[src/rtl/mips_fetch_ifetch.sv]
// rtl/mips_fetch_ifetch.sv - instruction fetch front end with in-order response queue (optional MIPS_FETCH_BYPASS_EN)
module mips_fetch_ifetch #(
    parameter int ADDR_W = 32,
    parameter int DEPTH  = 4
) (
    input  logic              clock_i,
    input  logic              reset_i,
    input  logic [ADDR_W-1:0] pcAddr_i,
    input  logic              pcValid_i,
    output logic              pcReady_o,
    input  logic              redirect_i,
    output logic              memReqValid_o,
    input  logic              memReqReady_i,
    output logic [ADDR_W-1:0] memReqAddr_o,
    input  logic              memRspValid_i,
    input  logic [31:0]       memRspData_i,
    output logic              instValid_o,
    input  logic              instReady_i,
    output logic [31:0]       instruction_o,
    output logic [ADDR_W-1:0] instAddr_o
);

    localparam int PW = $clog2(DEPTH);
    localparam int CW = PW + 1;
    // Stale responses can pile up across back-to-back redirects while memory is slow,
    // so the discard counter gets extra headroom beyond the occupancy range.
    localparam int DW = CW + 2;

    // Occupancy / in-flight / discard bookkeeping
    logic [CW-1:0] occ_q, occ_d;
    logic [CW-1:0] inflight_q, inflight_d;
    logic [DW-1:0] discard_q, discard_d;

    // Instruction queue (word + address) and in-flight address FIFO
    logic [PW-1:0]     q_rd_q, q_rd_d, q_wr_q, q_wr_d;
    logic [PW-1:0]     af_rd_q, af_rd_d, af_wr_q, af_wr_d;
    logic [31:0]       q_word_q [DEPTH];
    logic [ADDR_W-1:0] q_addr_q [DEPTH];
    logic [ADDR_W-1:0] af_addr_q[DEPTH];

    logic credit;
    logic fire;
    logic rsp_take;
    logic rsp_drop;
    logic q_pop;
    logic enq;
    logic byp_valid;
    logic byp_consume;

    // A new request may only be issued while every queue slot is either free or already promised
    assign credit = ({1'b0, occ_q} + {1'b0, inflight_q}) < (CW + 1)'(DEPTH);

    assign memReqValid_o = pcValid_i & credit & ~redirect_i & ~reset_i;
    assign pcReady_o     = memReqReady_i & credit & ~redirect_i & ~reset_i;
    assign memReqAddr_o  = pcAddr_i & ~ADDR_W'(3);
    assign fire          = memReqValid_o & memReqReady_i;

    // Responses for requests issued before a redirect are swallowed first
    assign rsp_drop = memRspValid_i & (discard_q != '0);
    assign rsp_take = memRspValid_i & (discard_q == '0) & (inflight_q != '0);
    assign q_pop    = (occ_q != '0) & instReady_i;

`ifdef MIPS_FETCH_BYPASS_EN
    assign byp_valid   = rsp_take & (occ_q == '0) & ~redirect_i & ~reset_i;
    assign byp_consume = byp_valid & instReady_i;
`else
    assign byp_valid   = 1'b0;
    assign byp_consume = 1'b0;
`endif

    assign enq = rsp_take & ~redirect_i & ~byp_consume;

    // Queue head drives decode; a live bypass word is shown only while the queue is empty
    always_comb begin
        instValid_o   = (occ_q != '0) | byp_valid;
        instruction_o = '0;
        instAddr_o    = '0;
        if (occ_q != '0) begin
            instruction_o = q_word_q[q_rd_q];
            instAddr_o    = q_addr_q[q_rd_q];
        end else if (byp_valid) begin
            instruction_o = memRspData_i;
            instAddr_o    = af_addr_q[af_rd_q];
        end
    end

    // Next-state for counters and pointers; redirect empties everything and converts in-flight to discard
    always_comb begin
        occ_d      = occ_q;
        inflight_d = inflight_q;
        discard_d  = discard_q;
        q_rd_d     = q_rd_q;
        q_wr_d     = q_wr_q;
        af_rd_d    = af_rd_q;
        af_wr_d    = af_wr_q;
        if (redirect_i) begin
            occ_d      = '0;
            inflight_d = '0;
            q_rd_d     = '0;
            q_wr_d     = '0;
            af_rd_d    = '0;
            af_wr_d    = '0;
            discard_d  = discard_q + DW'(inflight_q) - DW'(rsp_drop | rsp_take);
        end else begin
            occ_d      = occ_q + CW'(enq) - CW'(q_pop);
            inflight_d = inflight_q + CW'(fire) - CW'(rsp_take);
            discard_d  = discard_q - DW'(rsp_drop);
            if (q_pop) begin
                q_rd_d = q_rd_q + PW'(1);
            end
            if (enq) begin
                q_wr_d = q_wr_q + PW'(1);
            end
            if (fire) begin
                af_wr_d = af_wr_q + PW'(1);
            end
            if (rsp_take) begin
                af_rd_d = af_rd_q + PW'(1);
            end
        end
    end

    // Control state registers with synchronous reset
    always_ff @(posedge clock_i) begin
        if (reset_i) begin
            occ_q      <= '0;
            inflight_q <= '0;
            discard_q  <= '0;
            q_rd_q     <= '0;
            q_wr_q     <= '0;
            af_rd_q    <= '0;
            af_wr_q    <= '0;
        end else begin
            occ_q      <= occ_d;
            inflight_q <= inflight_d;
            discard_q  <= discard_d;
            q_rd_q     <= q_rd_d;
            q_wr_q     <= q_wr_d;
            af_rd_q    <= af_rd_d;
            af_wr_q    <= af_wr_d;
        end
    end

    // Storage arrays; contents are only observed through valid pointers, so no reset needed
    always_ff @(posedge clock_i) begin
        if (!reset_i && enq) begin
            q_word_q[q_wr_q] <= memRspData_i;
            q_addr_q[q_wr_q] <= af_addr_q[af_rd_q];
        end
        if (fire) begin
            af_addr_q[af_wr_q] <= memReqAddr_o;
        end
    end

    // A response with nothing outstanding means the memory broke the protocol
    assert property (@(posedge clock_i) disable iff (reset_i)
        memRspValid_i |-> ((inflight_q != '0) || (discard_q != '0)));

endmodule
[config.mk]
export PLATFORM = sky130hd
export DESIGN_NAME = mips_fetch_ifetch
export DESIGN_NICKNAME = d
export VERILOG_FILES = /design/src/rtl/mips_fetch_ifetch.sv
export SDC_FILE = /design/constraint.sdc
export NUM_CORES = 1
export LEC_CHECK = 0
export CAP_MARGIN = 20
export CORE_AREA = 2 2 188 190
export DETAILED_ROUTE_END_ITERATION = 10
export DIE_AREA = 0 0 190 192
export PLACE_DENSITY = 0.68
export SETUP_SLACK_MARGIN = 0.3
export SLEW_MARGIN = 20
export SYNTH_ARGS = -nofsm -noshare
export SYNTH_HDL_FRONTEND = slang
export SYNTH_SLANG_ARGS = --single-unit
[constraint.sdc]
create_clock -name clock_i -period 3.1 [get_ports clock_i]
set_input_delay 0.62 -clock clock_i [delete_from_list [all_inputs] [get_ports clock_i]]
set_output_delay 0.62 -clock clock_i [all_outputs]
set_load 0.03 [all_outputs]
=== Yosys cells after proc, flatten, opt, wreduce, memory -nomap -nowiden ===
Memories as Yosys holds them, arrays and structs flattened. A register that Yosys moved wholly into a read port is not among the register bits.
Index checks and enable logic that the tools add are counted.

* Flip-flop bits (word level): 19
* RAM bits: 376
* Bits of input ports: 71
* Output and inout port bits: 99
* Logic and storage cells: 58
* Memories kept: 3

{| class="wikitable"
|+ Memory list
! name !! depth !! width !! read ports !! clocked after memory_dff !! write ports !! line !! source
|-
| q_addr_q || 4 || 32 || 1 || 1 || 1 || 38 || <nowiki>logic [ADDR_W-1:0] q_addr_q [DEPTH];</nowiki>
|-
| q_word_q || 4 || 32 || 1 || 1 || 1 || 37 || <nowiki>logic [31:0] q_word_q [DEPTH];</nowiki>
|-
| af_addr_q || 4 || 30 || 1 || 1 || 1 || 39 || <nowiki>logic [ADDR_W-1:0] af_addr_q[DEPTH];</nowiki>
|}

* Add/sub/neg operators: 12
* Order comparisons: 1
* Multiplexer cells: 13
* Bitwise gates (word level): 15
* Reductions and logical operators: 7

{| class="wikitable"
|+ Operators with widths
! cell !! number
|-
| $mux W32 || 2
|-
| $and A1 B1 Y1 || 12
|-
| $mux W2 || 6
|-
| $sub A5 B1 Y5 || 2
|-
| $add A2 B1 Y2 const B || 4
|-
| $add A3 B1 Y3 || 2
|-
| $reduce_bool A3 Y1 || 2
|-
| $sub A3 B1 Y3 || 2
|-
| $add A5 B3 Y5 || 1
|-
| $logic_not A5 Y1 || 1
|-
| $mux W5 || 1
|-
| $reduce_bool A5 Y1 || 1
|-
| $add A3 B3 Y4 || 1
|-
| $lt A4 B3 Y1 const B || 1
|-
| $mux W1 || 4
|-
| $not A1 Y1 || 2
|-
| $reduce_or A2 Y1 || 1
|-
| $logic_and A1 B1 Y1 || 1
|-
| $logic_not A1 Y1 || 1
|-
| $or A1 B1 Y1 || 1
|}

=== Longest topological paths before layout ===
Gate-level depths: netlist of run 1.

* Depth after elaboration: 8
* Mapped depth: 13

=== Worst setup path before layout of run 1 ===
No wires, ideal clock.

* Path type: reg-to-reg
* Start: register discard_q[4]
* End: memory q_addr_q[2][10], enable pin
* Library setup time: 0.427 ns
* Data arrival time: 2.736 ns
* Setup slack: -0.063 ns
* Cell stages (with the launch flop): 5
* Buffers on the path: 1
* Period minus slack after synthesis: 3.163 ns
* Cells stage by stage: dfxtp_1 > or4_4 > nor3_2 > buf_6 > and3_1

* Word-level cells in the longest chain between the ends: 7

{| class="wikitable"
|+ RTL lines
! element !! line !! source
|-
| start: declaration || 32 || <nowiki>logic [DW-1:0] discard_q, discard_d;</nowiki>
|-
| start signal: assignment || 136 || <nowiki>discard_q <= discard_d;</nowiki>
|-
| $logic_not A5 Y1 || 60 || <nowiki>assign rsp_take = memRspValid_i & (discard_q == '0) & (inflight_q != '0);</nowiki>
|-
| $and A1 B1 Y1 (2 in series) || 60 ||
|-
| $and A1 B1 Y1 || 71 || <nowiki>assign enq = rsp_take & ~redirect_i & ~byp_consume;</nowiki>
|-
| $logic_and A1 B1 Y1 || 146 || <nowiki>if (!reset_i && enq) begin</nowiki>
|-
| $mux W1 || 146 ||
|-
| $mux W1 (implied by the code) || 148 || <nowiki>q_addr_q[q_wr_q] <= af_addr_q[af_rd_q];</nowiki>
|-
| end: declaration || 38 ||
|}

Every way passes these cells.

=== Worst setup path in the final report of run 1 ===
* Start: register discard_q[4]
* End: register discard_q[4]

* Word-level cells in the longest chain between the ends: 6
* Elaborated cells on any way between the ends: 10

{| class="wikitable"
|+ RTL lines
! element !! line !! source
|-
| $logic_not A5 Y1 || 60 ||
|-
| $and A1 B1 Y1 (2 in series) || 60 ||
|-
| $or A1 B1 Y1 || 103 || <nowiki>discard_d = discard_q + DW'(inflight_q) - DW'(rsp_drop | rsp_take);</nowiki>
|-
| $sub A5 B1 Y5 || 103 ||
|-
| $mux W5 * || 96 || <nowiki>if (redirect_i) begin</nowiki>
|}

Every way passes the cells marked *; elsewhere a longest branch is shown, timed or not.
A chain may end at the register's enable or synchronous reset.

==> results of run 1 <==
## state kept, by name, indices dropped and copies added (netlist names), named ones only
signal / cells
q_rd_q: 2
discard_q: 5
q_wr_q: 2
inflight_q: 3
af_rd_q: 2
af_wr_q: 2
q_addr_q: 120
q_word_q: 128
occ_q: 3
af_addr_q: 120
## cell usage in the layout, fill, tap and decap left out, drive strengths merged, types with 4 or more instances in the layout
master / n
and2: 73
clkbuf: 49
and3: 6
dfxtp: 23
ha: 23
clkdlybuf4s15: 5
clkinv: 17
clkdlybuf4s50: 98
mux4: 92
nor2: 18
inv: 25
xnor2: 9
edfxtp: 368
conb: 4
buf: 101
## area by class of cell
class / count / area (um^2)
Sequential cell: 391 / 11500
Clock buffer: 47 / 1050
Inverter: 23 / 86.3
Fill cell: 2610 / 15200
Timing Repair Buffer: 207 / 2170
Multi-Input combinational cell: 269 / 3490
Clock inverter: 23 / 191
Tap cell: 455 / 569
Antenna cell: 1 / 2.50
## timing repair
item / CTS / global route
setup buffers: 10 / 3
hold endpoints to repair: 0 / 0
gates resized for setup: 260 / 65
gates cloned: 6 / 1
setup endpoints to repair: 61 / 34
hold buffers: 0 / 0
pin swaps: 10 / 0
## power by group through the flow
stage	sequential, mW	clock [mW]	combinational, mW
global route	5.83	4.83	0.768
global placement	5.93	0	0.588
floorplan	5.93	0	0.387
finish	5.82	4.53	0.700
detailed placement	5.93	0	0.605
CTS	5.82	4.63	0.685
## through the flow
stage          hold slack (ns)  worst slack [ns]  utilization, %
2_1_floorplan            0.485             0.302               -
3_3_place_gp             0.508            0.0544            51.3
3_5_place_dp             0.518            0.0336            51.3
4_1_cts                  0.551             0.217            55.6
5_1_grt                  0.591             0.144            55.7
6_report                 0.559             0.243            55.7
## routing by layer
metal	routed length (um)	global-route usage, %	part of all wire (%)	vias to the layer above
li1	-	-	-	3305
met1	13100	21.8	44	3789
met2	15000	28.2	50	196
met3	1240	2.65	4.2	37
met4	473	4.14	1.6	0
met5	0	0	0	-
## kinds of logic after synthesis
kind of cell    after synthesis  share of synthesized area, %
compound gates               14                         0.685
xor+xnor                     12                         0.685
fa+ha+maj                    26                          2.27
buf+inv                      87                          3.10
flops                       391                          75.0
mux                          94                          13.6
other cells                   1                        0.0244
simple gates                119                          4.61
## critical path: cells and delay by family (launching register included)
| kind | cells | cell delay, ns |
|---|---|---|
| AO/OA/AOI/OAI | 3 | 0.50 |
| buffers and inverters | 2 | 0.10 |
| AND/OR/NAND/NOR | 4 | 1.12 |
| adder cells (fa/ha/maj) | 3 | 0.70 |
| flip-flops | 1 | 0.32 |
## path summary, 6_finish.rpt
kind | from | endpoint | slack [ns] | cells after the start
setup reg to reg | discard_q[4] | discard_q[4] | 0.24 | 12
setup / recovery | discard_q[4] | discard_q[4] | 0.24 | 12
hold reg to reg | q_rd_q[1] | q_rd_q[1] | 0.56 | 2
hold / removal | q_rd_q[1] | q_rd_q[1] | 0.56 | 2
==> impl_metrics.toml, run 1 <==
[routing]
wl_per_cell_um = 21.1
drt-pass1-iter-count = 6
detailroute.via_count = 7327
viasPerCell = 5.17
ant_nets = 0
first_iter_violations = 482
routed_wl_mm = 29.8
drc = 0

[worst_setup_path]
cp-start-kind = "register"
critPathCaptureType = "register"
worst-path-max-fanout = 2
cpPeakStageDelay_ns = 0.55
worstPathRequired_ns = 3.51
worstPathArrival_ns = 3.26
path_class = "register to register"
path_cells = "or4_4, o21a_1, or2_4, ha_4, inv_2, ha_4, inv_2, fa_2, nor2b_4, o2111a_1, o31ai_1, nor3b_2"
slowest_stage = "or4_4"

[clock_tree]
cts_buffers = 40
cts_tree = "yes"
htree_num_levels = 2
clk_pin_slew_ns = 0.06
clock_path_buffers = 3
clk_latency_ns = 0.53
cts_root_buf = "clkbuf_16"
cts.sinks = 391

[synthesis]
yosys_warnings = 0
syn-instance-count = 744
yosysTopAreaCell = "edfxtp_1"
synth-seq-cells = 391
yosys-top-cells-count = "368 x edfxtp_1, 92 x mux4_2, 73 x and2_1, 34 x buf_4"
yosysMostFrequentCell = "edfxtp_1"
post-synth-top-area-fraction_pct = 72.0
synth-seq-area-share_pct = 75.0
async_flop_share_pct = 0
netlist_area_um2 = 15300
synth.area.top_cells = "edfxtp_1 72%, mux4_2 13%, dfxtp_1 3.0%, and2_1 3.0%, ha_1 1.9%"
synthFlopType = "edfxtp_1"
synth_edf_count = 368
synth.avg_cell_area_um2 = 20.6
synth.distinct_cells = 41

[placed_design]
dp_hpwl_mm = 16.5
dpl_cell_area_um2 = 17600
port_buffers = 163
placed_cells = 1325
gp_congestion = 0.720

[sta]
clock_skew_ns = 0.0172
report.final.slew_viol_count = 0
fin_crit_ns = 2.86
relSlewSlack_pct = 39.7
setup_viol = 0
period_share_pct = 92.2
tns_ns = 0
hold_viol = 0
tightest_slew_ns = 0.905
max_freq_mhz = 350
rsz0062_at_grt = "true"

[power]
p_per_area_nw_per_um2 = 579
switching_share_pct = 20.3
p_switching_mw = 2.25
finalPower_mw = 11.0
comb_power_share_pct = 6.3
seq_power_share_pct = 52.7
irDropWorstVdd_uv = 352
power.leakage_nw = 6.35
p_int_mw = 8.80
p_clk_share_pct = 41.0

[die]
top_level_ports = 170
initial_core_util_pct = 44.8
die_w_um = 190
fp.dieArea_um2 = 36500
rows = 68
fp.dieH_um = 192
core_area_um2 = 34300

[grt]
track_usage_pct = 16.4
grt_pass1_vias = 7608
overflow = 0
antenna_found_initial = 0
grt_pass1_wl_mm = 44.6
grt_max_degree = 63

[worst_hold_path]
hp-class = "register to register"

[final_layout]
syn2layout_area_growth_pct = 24.4
design_area_um2 = 19100
layout.cells.non_filler = 1416
nets = 1029
drive_gt1_share_pct = 30.6

[run]
drv_cap = 0

[run_status]
status = "finished, final reports clean"
Note: power is estimated with default switching activity, not from simulation.
==> run 2: changes to the inputs <==
--- a/config.mk
+++ b/config.mk
@@ -9,7 +9,7 @@
 export CORE_AREA = 2 2 188 190
 export DETAILED_ROUTE_END_ITERATION = 10
 export DIE_AREA = 0 0 190 192
-export PLACE_DENSITY = 0.68
+export PLACE_DENSITY = 0.66
 export SETUP_SLACK_MARGIN = 0.3
 export SLEW_MARGIN = 20
 export SYNTH_ARGS = -nofsm -noshare
==> constraint.sdc (replaced) <==
create_clock -name clock_i -period 3.2 [get_ports clock_i]
set_input_delay 0.64 -clock clock_i [delete_from_list [all_inputs] [get_ports clock_i]]
set_output_delay 0.64 -clock clock_i [all_outputs]
set_load 0.03 [all_outputs]
==> impl_metrics.toml, run 2 (synthesized netlist as in run 1, its figures left out) <==
[clock_tree]
htree_num_levels = 2
clk_pin_slew_ns = 0.06
cts_root_buf = "clkbuf_16"
clk_latency_ns = 0.53
cts_hold_buf = 0
cts.sinks = 391
cts_tree = "yes"
clock_path_buffers = 3
cts_buffers = 41

[grt]
overflow = 0
grt_pass1_vias = 7796
grt_max_degree = 50
grt_pass1_wl_mm = 44.5
antenna_found_initial = 0
track_usage_pct = 16.2

[routing]
routed_wl_mm = 29.5
wl_per_cell_um = 20.4
viasPerCell = 5.11
ant_nets = 0
drc = 0
first_iter_violations = 430
detailroute.via_count = 7379
drt-pass1-iter-count = 4

[worst_setup_path]
rrSetupSlack_ns = 0.35
worst-path-max-fanout = 5
r2r-start = "discard_q[4]"
reg2reg_to = "discard_q[4]"
path_depth = 7
cpPeakStageDelay_ns = 0.48
slowest_stage = "mux4_2"
worstPathRequired_ns = 2.56
cpLargestDelayFamily = "buffers and inverters"
cp-start-kind = "register"
r2r_cells = 12
critPathBufInv = 5
path_cells = "buf_6, buf_6, clkbuf_16, buf_4, mux4_2, and2_4, buf_6"
critPathCaptureType = "output pin"
worstPathArrival_ns = 2.24
path_class = "register to output pin"
cpMostUsedCell = "buf_6"

[worst_hold_path]
hold_depth = 2
hold_start = "q_rd_q[1]"
hp-class = "register to register"

[die]
initial_core_util_pct = 44.8
core_area_um2 = 34300
top_level_ports = 170
fp.dieArea_um2 = 36500
fp.dieH_um = 192
die_w_um = 190
rows = 68

[power]
power.leakage_nw = 6.45
finalPower_mw = 10.7
p_per_area_nw_per_um2 = 556
irDropWorstVdd_uv = 404

[sta]
tightest_slew_ns = 0.898
clock_skew_ns = 0.0203
period_share_pct = 90.0
report.final.slew_viol_count = 0
hold_viol = 0
relSlewSlack_pct = 40.1
setup_viol = 0
max_freq_mhz = 347
fin_crit_ns = 2.88
rsz0062_at_grt = "true"
tns_ns = 0
fin_hold_ws_ns = 0.535

[final_layout]
top_regs = "q_word_q: 128 flops, af_addr_q: 120 flops, q_addr_q: 120 flops"
drive_gt1_share_pct = 31.3
largest_register_ffs = 128
antenna_cells = 0
layout_common_cells = "368 x edfxtp_1, 99 x clkdlybuf4s50_1, 92 x mux4_2"
nets = 1056
layout_commonest_cell = "edfxtp_1"
largest_register = "q_word_q"
syn2layout_area_growth_pct = 25.0

[run_status]
status = "finished, final reports clean"

[run]
drv_cap = 0

[placed_design]
dp_hpwl_mm = 17.7
port_buffers = 163
gp_congestion = 0.707
[run 2: cell types whose count changed in the layout (fill, tap and decap cells not counted), moves of 3 or more]
cell           previous run  this run
clkbuf_1                  6        14
clkinv_2                  6         3
dlygate4sd2_1             1         4
clkbuf_2                  1         4
buf_6                    11        16
buf_4                    31        45
buf_16                    7         3
[run 2: power by group]
part	switching [mW]	total, mW	internal [mW]	leakage (nW)
logic	0.339	0.686	0.347	2.36
clock network	1.84	4.34	2.50	0.591
registers	0.0341	5.65	5.61	3.50
[run 2: timing repair]
item / CTS / global route
endpoints found under the hold margin: 0 / 0
pin swaps: 6 / 6
gates resized for setup: 241 / 90
setup buffers: 17 / 17
endpoints found under the setup margin: 62 / 54
gates cloned: 2 / 2
[run 2: worst min-delay path, stage by stage, from the launching register on]
cell and delay [ns]:
dfxtp_1 0.32, xor2_1 0.07, nor2_1 0.11
[run 2: cell type report]
class                           instances  area [um^2]
Clock buffer                           56         1100
Clock inverter                         16          123
Fill cell                            2636        15100
Inverter                               23         86.3
Multi-Input combinational cell        269         3480
Sequential cell                       391        11500
Tap cell                              455          569
Timing Repair Buffer                  233         2300
[run 2: worst max path at each step]
stage                      to  slack, ns
3_3_place_gp     discard_q[4]       0.05
6_report       instAddr_o[30]       0.32
2_1_floorplan    discard_q[4]       0.37
5_1_grt          discard_q[4]       0.24
4_1_cts        instAddr_o[14]       0.10
3_5_place_dp     discard_q[4]       0.02
[run 2: per-layer routing]
layer	part of all wire [%]	routed length, um	global-route usage [%]
met5	0	0	0
met4	1.7	512	4.08
met3	4.4	1310	2.39
met2	52	15200	28.8
met1	42	12500	21.0
[run 2: stage by stage]
stage	setup WS (ns)	instances	utilization, %	cell area [um^2]
after floorplan	0.369	747	-	15400
after global placement	0.0493	1333	51.4	17600
after detailed placement	0.0180	1333	51.4	17600
after CTS	0.101	1424	55.5	19000
after global routing	0.242	1443	56.0	19200
final	0.319	1443	56.0	19200
